[src/rtl/bp_table_ctrl.sv]
// Branch-predictor table write-port controller: post-reset/flush clear sequencer plus
// single-entry update register. Optional flush counter under `BP_FLUSH_COUNT_EN.
module bp_table_ctrl #(
    parameter int ENTRIES = 512,
    parameter int WAYS    = 2,
    localparam int ADDR_W = $clog2(ENTRIES)
) (
    input  logic              clk,
    input  logic              rst,
    input  logic              flush_req,
    input  logic              upd_valid,
    input  logic [ADDR_W-1:0] upd_addr,
    input  logic [WAYS-1:0]   upd_way,
    output logic              upd_accept,
    output logic              upd_dropped,
    output logic              wr_en,
    output logic [ADDR_W-1:0] wr_addr,
    output logic [WAYS-1:0]   wr_way,
    output logic              wr_clear,
`ifdef BP_FLUSH_COUNT_EN
    output logic [15:0]       flush_count,
`endif
    output logic              bp_ready
);

    // Handshake: an update is taken on any cycle where upd_valid and upd_accept are both
    // high; upd_valid without upd_accept is discarded (never stalled) and flagged a cycle later.

    typedef enum logic {CLEAR, IDLE} state_t;

    localparam logic [ADDR_W-1:0] LAST_IDX = ADDR_W'(ENTRIES - 1);

    state_t            state;
    logic [ADDR_W-1:0] idx;
    logic              uq_valid;
    logic [ADDR_W-1:0] uq_addr;
    logic [WAYS-1:0]   uq_way;

    assign upd_accept = ~rst & (state == IDLE) & upd_valid & ~flush_req;
    assign bp_ready   = ~rst & (state == IDLE);

    always_ff @(posedge clk) begin
        if (rst) begin
            state       <= CLEAR;
            idx         <= '0;
            uq_valid    <= 1'b0;
            upd_dropped <= 1'b0;
        end else begin
            upd_dropped <= upd_valid & ~upd_accept;
            // A flush blocks acceptance, so this also kills the pending entry.
            uq_valid    <= upd_accept;
            if (upd_accept) begin
                uq_addr <= upd_addr;
                uq_way  <= upd_way;
            end
            if (flush_req) begin
                state <= CLEAR;
                idx   <= '0;
            end else if (state == CLEAR) begin
                if (idx == LAST_IDX) begin
                    state <= IDLE;
                    idx   <= '0;
                end else begin
                    idx <= idx + 1'b1;
                end
            end
        end
    end

    always_comb begin
        wr_en    = 1'b0;
        wr_clear = 1'b0;
        wr_addr  = '0;
        wr_way   = '0;
        if (state == CLEAR) begin
            wr_en    = 1'b1;
            wr_clear = 1'b1;
            wr_addr  = idx;
            wr_way   = '1;
        end else if (!rst && uq_valid) begin
            wr_en   = 1'b1;
            wr_addr = uq_addr;
            wr_way  = uq_way;
        end
    end

`ifdef BP_FLUSH_COUNT_EN
    always_ff @(posedge clk) begin
        if (rst) begin
            flush_count <= '0;
        end else if (flush_req && flush_count != 16'hFFFF) begin
            flush_count <= flush_count + 16'd1;
        end
    end
`endif

endmodule

[config.mk]
export PLATFORM = sky130hd
export DESIGN_NAME = bp_table_ctrl
export DESIGN_NICKNAME = d
export VERILOG_FILES = /design/src/rtl/bp_table_ctrl.sv
export SDC_FILE = /design/constraint.sdc
export NUM_CORES = 1
export LEC_CHECK = 0
export ABC_AREA = 1
export BUFFER_PORTS_ARGS = -buffer_cell sky130_fd_sc_hd__buf_2
export CORE_ASPECT_RATIO = 1.75
export CORE_MARGIN = 8
export CORE_UTILIZATION = 44
export CTS_CLUSTER_SIZE = 24
export DETAILED_ROUTE_END_ITERATION = 6
export PLACE_DENSITY_LB_ADDON = 0.3
export SLEW_MARGIN = 10
export SYNTH_ARGS = -nofsm -noshare
export SYNTH_HDL_FRONTEND = slang
export SYNTH_SLANG_ARGS = --single-unit
export TNS_END_PERCENT = 5
[constraint.sdc]
create_clock -name clk -period 2 [get_ports clk]
set_input_delay 0.4 -clock clk [delete_from_list [all_inputs] [get_ports clk]]
set_output_delay 0.4 -clock clk [all_outputs]
set_load 0.01 [all_outputs]
Word level (Yosys, flattened, before mapping)

Index checks and enable logic that the tools add are counted.

Add/sub/neg operators: 1
Eq/ne operators: 1
Mux-type cells: 10
Bitwise logic cells: 7
Reductions and logical operators: 4

Operators by type and width:

| operator                                                       | count |
|---|---|
| 9-bit 2-to-1 mux                                               | 3 |
| 9-bit by 1-bit adder with 9-bit output (second input constant) | 1 |
| 9-bit == test (second input constant)                          | 1 |
| 1-bit 2-to-1 mux                                               | 5 |
| 1-bit bitwise AND                                              | 4 |
| 2-bit 2-to-1 mux                                               | 2 |
| 1-bit inverter                                                 | 3 |
| 2-bit AND reduction                                            | 1 |
| 2-bit OR reduction                                             | 1 |
| 1-bit logical AND                                              | 1 |
| 1-bit zero test                                                | 1 |

Bits in registers: 23

Logic depth before layout (Yosys ltp)

Depth in word-level cells: 6
Mapped depth: 7

Least setup slack after synthesis

Ideal clock, no wire load.

Path type: flip-flop to flip-flop
From: reg state
To: reg uq_addr[0] (enable)
Setup time: 0.393 ns
Data arrival time: 1.527 ns
Path slack: 0.080 ns
Cell stages (with the launch flop): 4
Path buffers: 1
Period minus slack after synthesis: 1.920 ns
Cell sequence: dfxtp_1 -> inv_2 -> buf_2 -> nor3_1

Longest elaborated chain between the ends: 4

RTL lines:

| what                                 | line | text |
|---|---|---|
| start: declaration                   | 33   | `state_t state;` |
| start signal: assignment             | 44   | `state <= CLEAR;` |
| start signal: assignment             | 57   | `state <= CLEAR;` |
| start signal: assignment             | 61   | `state <= IDLE;` |
| 1-bit bitwise AND (3 in series)      | 39   | `assign upd_accept = ~rst & (state == IDLE) & upd_valid & ~flush_req;` |
| 2-bit AND reduction (no source line) | -    |  |
| end signal: assignment               | 53   | `uq_addr <= upd_addr;` |
| end: declaration                     | 36   | `logic [ADDR_W-1:0] uq_addr;` |

Every way passes these cells.
A chain may end at the register's enable or synchronous reset.

Worst setup path in the final report

From: reg state
To: out wr_addr[8]

Longest elaborated chain between the ends: 1

RTL lines:

| what             | line | text |
|---|---|---|
| 9-bit 2-to-1 mux | 75   | `if (state == CLEAR) begin` |
| end: declaration | 17   | `output logic [ADDR_W-1:0] wr_addr,` |

Every way passes these cells.

==> metrics.csv <==
metric,value,unit
synthesized flop and latch total,23,
top-area cell type share of the netlist area,32.1,%
GP Congestion,0.755,
worst path arrival time,1.39,ns
worst reg2reg setup slack,0.32,ns
FF/Latch Area,571,µm²
post-CTS setup buffers,0,
Die Footprint,0.00421,mm²
RSZ-0062 raised after global routing,false,
"Seq/Total Area, Yosys",55.4,%
DP HPWL,1.73,mm
hold_buf cts,0,
power per cell area,649,mW/mm²
Worst VDD drop,0.406,mV
Die Ht,80.0,µm
FF-to-FF Start,idx[1],
reg2reg end,idx[0],
worst setup path class,flop to primary output,
# fillers,217,
Clock Sinks,23,
initial antenna violation count,0,
Max-Cap Viols,0,
H-tree Lvls,1,
Max Slew Vio Count,0,
nets,171,
# rows,23,
final wirelength,2.18,mm
Hold Crit Start,upd_addr[6],
Hold Path End,uq_addr[6],
Crit Path Max Fanout,15,
Cell variety after synth,18,
worst skew pair latency,0.26,ns
core area,0.00224,mm²
cell count after synthesis,119,
die width,52.6,µm
final hold violation count,0,
Worst setup SP type,flop,
ANT cells,0,
Global Route Usage Sum,10.8,%
Post-DRT Antenna Nets,0,
relative slew slack,72.0,%
outcome,completed,
total gr overflow,0,
Initial Util,45.9,%
Mapped Avg Cell Area,8.65,µm²
clock slew at reported path FFs,0.08,ns
Hold WC Path Type,primary input to flop,
f_max,558,MHz
P&R area growth vs syn,21.7,%
iteration count of the initial detailed-routing pass,2,
final worst path period share,89.6,%
LEAKAGE,0.532,nW
WL/cell,12.3,µm
pin count of the biggest net entering global routing,18,
pin slew with the least headroom to its limit,0.416,ns
clock period minus worst slack,1.79,ns
Synthesized Nets,137,
setup_tns,0,ns
Worst Path Required,1.60,ns
IO Count,31,
Layout Skew,0.00422,ns
IO buf count,30,
Avg Vias per Cell,4.97,
Post-Syn Area,0.00103,mm²
vias in the first global route,869,
routed via count,880,
Tot Pwr,0.813,mW
clock tree buffer depth,2,
Residual DRC,0,
CTS Buf Count,3,
Final setup viols,0,
layout cell share with drive strength beyond 1,27.0,%
footprint of the multi-input gates,400,µm²
CTS tree,done,
largest area contributor in the netlist,edfxtp_1,
initial drt markers,10,
hold depth,1,
ranking of synthesized cells by area,"edfxtp_1 (32%), dfxtp_1 (23%), nand2_1 (12%)",
post_cts resized,0,
Util after Layout,55.9,%
cells on worst reg2reg path,7,
first-pass GRT wire length,3.56,mm
Yosys Warn Count,0,
CTS Root Cell,clkbuf_8,
CP endpoint kind,primary output,
[logic make-up after synthesis]
family | synth area share (%)
AO/OA/AOI/OAI | 10.7
flip-flops | 55.4
buffers and inverters | 5.71
adder cells (fa/ha/maj) | 3.65
AND/OR/NAND/NOR | 24.5
[report_power, final]
group	internal (mW)	switching, mW	leakage, nW
sequential	0.495	0.00241	0.196
combinational	0.0172	0.0179	0.313
clock	0.142	0.139	0.0228
[placed cells by master (no fill, tap or decap), drive strengths merged]
cell type and n:
a21oi 10, a31o 1, buf 32, clkbuf 4
dfxtp 12, edfxtp 11, ha 3, inv 11
nand2 33, nand3 6, nor2 12, nor3 8
nor4 1, o21ai 8
[how the worst max path moves through the flow]
stage          depth (start not counted)    endpoint    from
3_5_place_dp                           7      idx[0]  idx[1]
6_report                               4  wr_addr[8]   state
2_1_floorplan                          3  uq_addr[0]   state
5_1_grt                                4  wr_addr[8]   state
3_3_place_gp                           7      idx[0]  idx[1]
4_1_cts                                4  wr_addr[8]   state
[area by class of cell]
cell class / count / share of cell area (%)
Sequential cell: 23 / 45.5
Timing Repair Buffer: 32 / 13.2
Tap cell: 25 / 2.50
Clock buffer: 4 / 3.59
Multi-Input combinational cell: 82 / 31.9
Inverter: 11 / 3.29
[Yosys cell counts]
master     n
nand2_1   33
dfxtp_1   12
edfxtp_1  11
nor2_1    11
a21oi_1    9
inv_1      9
o21ai_0    8
nor3_1     7
nand3_1    6
ha_1       3
buf_2      2
inv_2      2
a21oi_4    1
a31o_2     1
buf_4      1
nor2_2     1
nor3_2     1
nor4_1     1
[routing by layer]
metal	global-route usage, %	vias up	part of all wire (%)
met3	3.92	6	4.7
met4	5.47	0	2.1
met2	19.9	18	56
li1	-	464	-
met5	0	-	0
met1	9.60	392	37
[metrics by stage]
step	setup slack [ns]	hold WS (ns)	area (µm²)	cells
after floorplan	0.0796	0.456	1030	119
after global placement	0.413	0.489	1210	173
after detailed placement	0.327	0.497	1210	173
after CTS	0.195	0.308	1250	177
after global routing	0.0249	0.302	1250	177
final	0.208	0.308	1250	177
[sequential cells by signal, indices dropped and copies added (netlist names)]
signal       flops
uq_way           2
uq_addr          9
uq_valid         1
state            1
idx              9
upd_dropped      1
[worst max-delay path, stage by stage (launching register included)]
cell and delay (ns):
dfxtp_1 0.51, buf_4 0.26, nand2_1 0.06, o21ai_0 0.15
buf_2 0.15
Power figures use the tool's default switching activity.
